===== src/rtl/mux21_arbiter.sv =====
// -----------------------------------------------------------------------------
// mux21_arbiter
//   Two-requester round-robin arbiter that acts as the only controller of a
//   shared 2:1 datapath mux (mux21). Requesters A and B each present packets
//   over a valid/ready/last handshake. The arbiter grants one whole packet at
//   a time, drives the mux select s, and forwards the accepted beats through a
//   one-entry registered output stage.
//
//   Select convention follows mux21: s = 0 selects A, s = 1 selects B.
//
// Parameters
//   WIDTH    data width of a_data, b_data and m_data
//
// Ports
//   clk      single clock; all state updates on the rising edge
//   reset    synchronous, active-high reset
//   a_valid  requester A beat valid
//   a_data   requester A beat data
//   a_last   requester A final beat of the packet
//   a_ready  A beat accepted when a_valid & a_ready
//   b_valid  requester B beat valid
//   b_data   requester B beat data
//   b_last   requester B final beat of the packet
//   b_ready  B beat accepted when b_valid & b_ready
//   m_valid  output beat valid (registered)
//   m_data   output beat data (registered)
//   m_last   output last flag (registered)
//   m_ready  downstream accepts when m_valid & m_ready
//   s        mux select, 0 = A granted, 1 = B granted (registered)
//   busy     high while a packet grant is open
// -----------------------------------------------------------------------------
module mux21_arbiter #(
  parameter int WIDTH = 8
) (
  input  logic             clk,
  input  logic             reset,
  input  logic             a_valid,
  input  logic [WIDTH-1:0] a_data,
  input  logic             a_last,
  output logic             a_ready,
  input  logic             b_valid,
  input  logic [WIDTH-1:0] b_data,
  input  logic             b_last,
  output logic             b_ready,
  output logic             m_valid,
  output logic [WIDTH-1:0] m_data,
  output logic             m_last,
  input  logic             m_ready,
  output logic             s,
  output logic             busy
);

  typedef enum logic [1:0] {
    IDLE    = 2'd0,
    GRANT_A = 2'd1,
    GRANT_B = 2'd2
  } state_t;

  state_t           state_r;
  state_t           state_next_s;
  logic             pri_r;         // 0: A wins a tie, 1: B wins a tie
  logic             pri_next_s;
  logic             s_r;
  logic             s_next_s;

  logic             m_valid_r;
  logic [WIDTH-1:0] m_data_r;
  logic             m_last_r;

  logic             slot_free_s;   // output stage can take a beat this cycle
  logic             a_ready_s;
  logic             b_ready_s;
  logic             a_acc_s;
  logic             b_acc_s;
  logic             acc_s;
  logic [WIDTH-1:0] acc_data_s;
  logic             acc_last_s;

  // The output register is free when empty or being drained this cycle.
  assign slot_free_s = ~m_valid_r | m_ready;

  // Ready generation: only the granted port may be accepted. Readies are
  // held low while reset is asserted so nothing is accepted in that cycle.
  always_comb begin
    a_ready_s = 1'b0;
    b_ready_s = 1'b0;
    case (state_r)
      GRANT_A: begin
        a_ready_s = slot_free_s & ~reset;
      end
      GRANT_B: begin
        b_ready_s = slot_free_s & ~reset;
      end
      IDLE: begin
        a_ready_s = 1'b0;
        b_ready_s = 1'b0;
      end
      default: begin
        a_ready_s = 1'b0;
        b_ready_s = 1'b0;
      end
    endcase
  end

  assign a_acc_s = a_valid & a_ready_s;
  assign b_acc_s = b_valid & b_ready_s;
  assign acc_s   = a_acc_s | b_acc_s;

  // Steer the accepted beat into the output stage; at most one port is
  // ever accepted in a cycle.
  always_comb begin
    acc_data_s = {WIDTH{1'b0}};
    acc_last_s = 1'b0;
    if (a_acc_s) begin
      acc_data_s = a_data;
      acc_last_s = a_last;
    end else if (b_acc_s) begin
      acc_data_s = b_data;
      acc_last_s = b_last;
    end else begin
      acc_data_s = {WIDTH{1'b0}};
      acc_last_s = 1'b0;
    end
  end

  // Grant FSM next-state, round-robin priority and mux select update.
  // A finished packet always returns through IDLE, so back-to-back packets
  // from different ports are separated by one idle cycle.
  always_comb begin
    state_next_s = state_r;
    pri_next_s   = pri_r;
    s_next_s     = s_r;
    case (state_r)
      IDLE: begin
        if (a_valid && b_valid) begin
          if (pri_r) begin
            state_next_s = GRANT_B;
            s_next_s     = 1'b1;
          end else begin
            state_next_s = GRANT_A;
            s_next_s     = 1'b0;
          end
        end else if (a_valid) begin
          state_next_s = GRANT_A;
          s_next_s     = 1'b0;
        end else if (b_valid) begin
          state_next_s = GRANT_B;
          s_next_s     = 1'b1;
        end else begin
          state_next_s = IDLE;
        end
      end
      GRANT_A: begin
        // Grant is held until the last beat is taken, even if a_valid drops.
        if (a_acc_s && a_last) begin
          state_next_s = IDLE;
          pri_next_s   = 1'b1;
        end else begin
          state_next_s = GRANT_A;
        end
      end
      GRANT_B: begin
        if (b_acc_s && b_last) begin
          state_next_s = IDLE;
          pri_next_s   = 1'b0;
        end else begin
          state_next_s = GRANT_B;
        end
      end
      default: begin
        state_next_s = IDLE;
      end
    endcase
  end

  // FSM, priority and select registers.
  always_ff @(posedge clk) begin
    if (reset) begin
      state_r <= IDLE;
      pri_r   <= 1'b0;
      s_r     <= 1'b0;
    end else begin
      state_r <= state_next_s;
      pri_r   <= pri_next_s;
      s_r     <= s_next_s;
    end
  end

  // One-entry output stage: load on accept, empty when drained with no
  // refill, otherwise hold so back-pressured data stays stable.
  always_ff @(posedge clk) begin
    if (reset) begin
      m_valid_r <= 1'b0;
      m_data_r  <= {WIDTH{1'b0}};
      m_last_r  <= 1'b0;
    end else if (acc_s) begin
      m_valid_r <= 1'b1;
      m_data_r  <= acc_data_s;
      m_last_r  <= acc_last_s;
    end else if (m_ready) begin
      m_valid_r <= 1'b0;
    end else begin
      m_valid_r <= m_valid_r;
    end
  end

  assign a_ready = a_ready_s;
  assign b_ready = b_ready_s;
  assign m_valid = m_valid_r;
  assign m_data  = m_data_r;
  assign m_last  = m_last_r;
  assign s       = s_r;
  assign busy    = (state_r == GRANT_A) || (state_r == GRANT_B);

endmodule


===== config.mk =====
export PLATFORM = sky130hd
export DESIGN_NAME = mux21_arbiter
export DESIGN_NICKNAME = d
export VERILOG_FILES = /design/src/rtl/mux21_arbiter.sv
export SDC_FILE = /design/constraint.sdc
export NUM_CORES = 1
export LEC_CHECK = 0
export CORE_AREA = 2 2 44 50
export DETAILED_ROUTE_END_ITERATION = 10
export DIE_AREA = 0 0 46 52
export PLACE_DENSITY = 0.83
export SLEW_MARGIN = 20
export SYNTH_ARGS = -nofsm -noshare
export SYNTH_HDL_FRONTEND = slang
export SYNTH_SLANG_ARGS = --single-unit
export TNS_END_PERCENT = 5

===== constraint.sdc =====
create_clock -name clk -period 2.7 [get_ports clk]
set_input_delay 0.54 -clock clk [delete_from_list [all_inputs] [get_ports clk]]
set_output_delay 0.54 -clock clk [all_outputs]
set_load 0.005 [all_outputs]

==> summary.md, run 1 <==
| Metric | Value |
|---|---|
| Status | `finished, final reports clean` |
| Place WS | `0.221 ns` |
| Met2 WL post-DR | `935 µm` |
| Delay-heaviest family, CP | `buffers and inverters` |
| CTS Root Cell | `clkbuf_4` |
| Core Box Area | `1910 µm²` |
| Clock buffer depth | `2` |
| Final GP Congestion | `0.863` |
| Largest fanout on the critical path | `5` |
| Yosys cell types | `25` |
| Slew @ Worst Pin | `0.513 ns` |
| Syn nets | `115` |
| Clk_skew | `0.00261 ns` |
| CTS tree | `done` |
| Post-DRT Antenna Nets | `0` |
| Sw frac | `26.5%` |
| Die W | `46 µm` |
| Startpoint Class | `primary input` |
| Diodes inserted | `0` |
| Final core occ | `59.3%` |
| YS warnings | `0` |
| Pin count of the biggest net entering global routing | `20` |
| Post-route minimum period | `2.49 ns` |
| Synth Instances | `88` |
| Hold Buf Count CTS | `0` |
| # rows | `17` |
| Fmax | `401 MHz` |
| CTS sink count | `14` |
| Synthesis-to-finish area growth | `57.4%` |
| Worst path slowest cell | `clkdlybuf4s50_1` |
| Post-DR vias/cell | `5.31` |
| Final wirelength | `1920 µm` |
| CTS Buf Count | `3` |
| Vias in the first global route | `697` |
| Buf/Inv on CP | `2` |
| Commonest cells after routing, fill and taps aside | `clkdlybuf4s50_1, nand2_1, dfxtp_1` |
| Post-CTS setup buffers | `0` |
| Leading post-synthesis cells by cell area | `dfxtp_1, nand2_1, a311oi_1` |
| Syn avg cell area | `8.20 µm²` |
| Clock power share | `27.3%` |
| Synth top area share | `38.8%` |
| Remaining max-slew budget at the tightest pin | `65.7%` |
| Final instance area | `1140 µm²` |
| Worst Path Arrival | `1.95 ns` |
| Clock latency on the worst-skew pair | `0.27 ns` |
| Switching power | `146 µW` |
| Die area | `2390 µm²` |
| Met3 WL | `73 µm` |
| Cell Chain, Critical Path | `clkdlybuf4s50_1 > and2b_1 > nor3b_1 > clkdlybuf4s50_1` |
| #FFs+latches synth | `14` |
| Starting Density | `37.7%` |
| Fin. Hold Viols | `0` |
| Clock-pin slew on the worst setup and hold paths | `0.09 ns` |
| Global-route usage over all layers | `16.9%` |
| CP Class | `in -> out` |
| Final WS setup | `0.208 ns` |
| Internal | `404 µW` |
| H-tree Lvls | `1` |
| DRC errors left | `0` |
| Sequential power share | `43.9%` |
| Cell area after synthesis | `722 µm²` |
| Post-synthesis sequential area ratio | `38.8%` |
| Avg WL per Cell | `13.2 µm` |
| Max stage delay on crit path | `0.53 ns` |
| Fin crit share | `92.3%` |
| Commonest non-fill, non-tap cell in the layout | `clkdlybuf4s50_1` |
| Pwr dens | `484 nW/µm²` |
| Max-cap violation count | `0` |
| First-pass DRT Iterations | `4` |
| First-pass GRT wire length | `2970 µm` |
| Area after DPL | `1100 µm²` |
| Nets@finish | `154` |
| Crit end category | `primary output` |
| Layout cells sized above 1 | `7.94%` |
| Die Ht | `52 µm` |
| Count of final setup violators | `0` |
| Most frequent CP cell | `clkdlybuf4s50_1` |
| Pleak | `0.435 nW` |
| Initial detailed-routing violation count | `20` |
| RSZ-0062 raised after global routing | `false` |
| Hold crit path type | `reg -> reg` |
| Comb power frac | `28.8%` |
| Via Count | `770` |
| Total gr overflow | `0` |
| Setup_tns | `0 ns` |
| Most area-hungry cell type in the Yosys netlist | `dfxtp_1` |
| Gates resized, CTS repair | `0` |
| Io pins | `37` |
| Met1 Routed Length | `903 µm` |
| Final slew viol count | `0` |
| Top Layer Used | `met4` |
| Port bufs | `36` |
| Worst vdd ir | `0.375 mV` |
| CP Data Required Time | `2.16 ns` |
| Initial antenna violation count | `0` |
| Hpwl dp | `1440 µm` |
| WHS | `0.457 ns` |
[final timing paths]
check / startpoint / end / slack [ns] / depth (start not counted)
setup / recovery: m_ready / a_ready / 0.21 / 4
hold reg to reg: s / s / 0.46 / 2
setup reg to reg: state_r[0] / m_data[0] / 1.08 / 6
hold / removal: s / s / 0.46 / 2
[through the flow]
stage,instances,power [mW]
4_1_cts,145,0.551
6_report,145,0.550
5_1_grt,145,0.578
3_5_place_dp,141,0.403
3_3_place_gp,141,0.398
2_1_floorplan,88,0.314
[state kept, by name, summed over array words and instances (netlist names)]
signal,count
m_last,1
m_data,8
pri_r,1
m_valid,1
state_r,2
s,1
[layout make-up]
type,count,area (µm²)
Clock buffer,4,36.3
Fill cell,174,778
Inverter,4,15.0
Multi-Input combinational cell,66,405
Sequential cell,14,280
Tap cell,19,23.8
Timing Repair Buffer,38,375
[cells by family after synthesis]
logic type	after synthesis	synth area share [%]
and+or+nand+nor	43	27.7
buffers and inverters	8	5.03
adders and majority gates	4	6.93
AOI/OAI and AO/OA	19	21.5
DFF	14	38.8
[per-layer routing]
layer | up-vias | track usage, %
li1 | 385 | -
met1 | 364 | 20.8
met2 | 19 | 28.0
met3 | 2 | 4.17
met4 | 0 | 5.71
met5 | - | 0
[synth_stat cells]
cell type,count
and2b_1,2
a211oi_1,3
nor2_1,11
a311oi_1,8
buf_2,2
ha_1,4
a31oi_1,1
buf_4,1
o31ai_1,1
a31o_2,1
a21oi_1,2
nor3b_1,1
nand4b_2,1
buf_1,1
dfxtp_1,14
a311oi_2,1
nand2b_2,1
o211ai_1,1
nand2_1,21
and3_1,1
a21o_1,1
nor3_1,2
nand3_1,1
inv_1,4
nand2b_1,2
[worst reg2reg max path, cell delays in order, from the launching register on]
cell	delay, ns
dfxtp_1	0.37
inv_1	0.07
ha_1	0.23
and2b_1	0.17
nand3_1	0.32
nand2_1	0.10
a311oi_1	0.26
[power by group through the flow]
stage / Combinational [mW] / Sequential, mW / Clock [mW]
6_report: 0.158 / 0.241 / 0.150
5_1_grt: 0.173 / 0.243 / 0.161
4_1_cts: 0.158 / 0.241 / 0.151
3_5_place_dp: 0.157 / 0.246 / 0
3_3_place_gp: 0.153 / 0.245 / 0
2_1_floorplan: 0.0691 / 0.245 / 0
No activity file was read; power rests on OpenSTA's default activity.
==> run 2, diff against run 1 <==
- CAP_MARGIN: not set -> 20
- SKIP_LAST_GASP: not set -> 1
==> results of run 2 <==
The final DEF is identical to that of run 1; final timing and power are the same.
==> run 3, diff against run 2 <==
- CAP_MARGIN: 20 -> 5
==> results of run 3 <==
The final DEF is identical to that of run 1; final timing and power are the same.
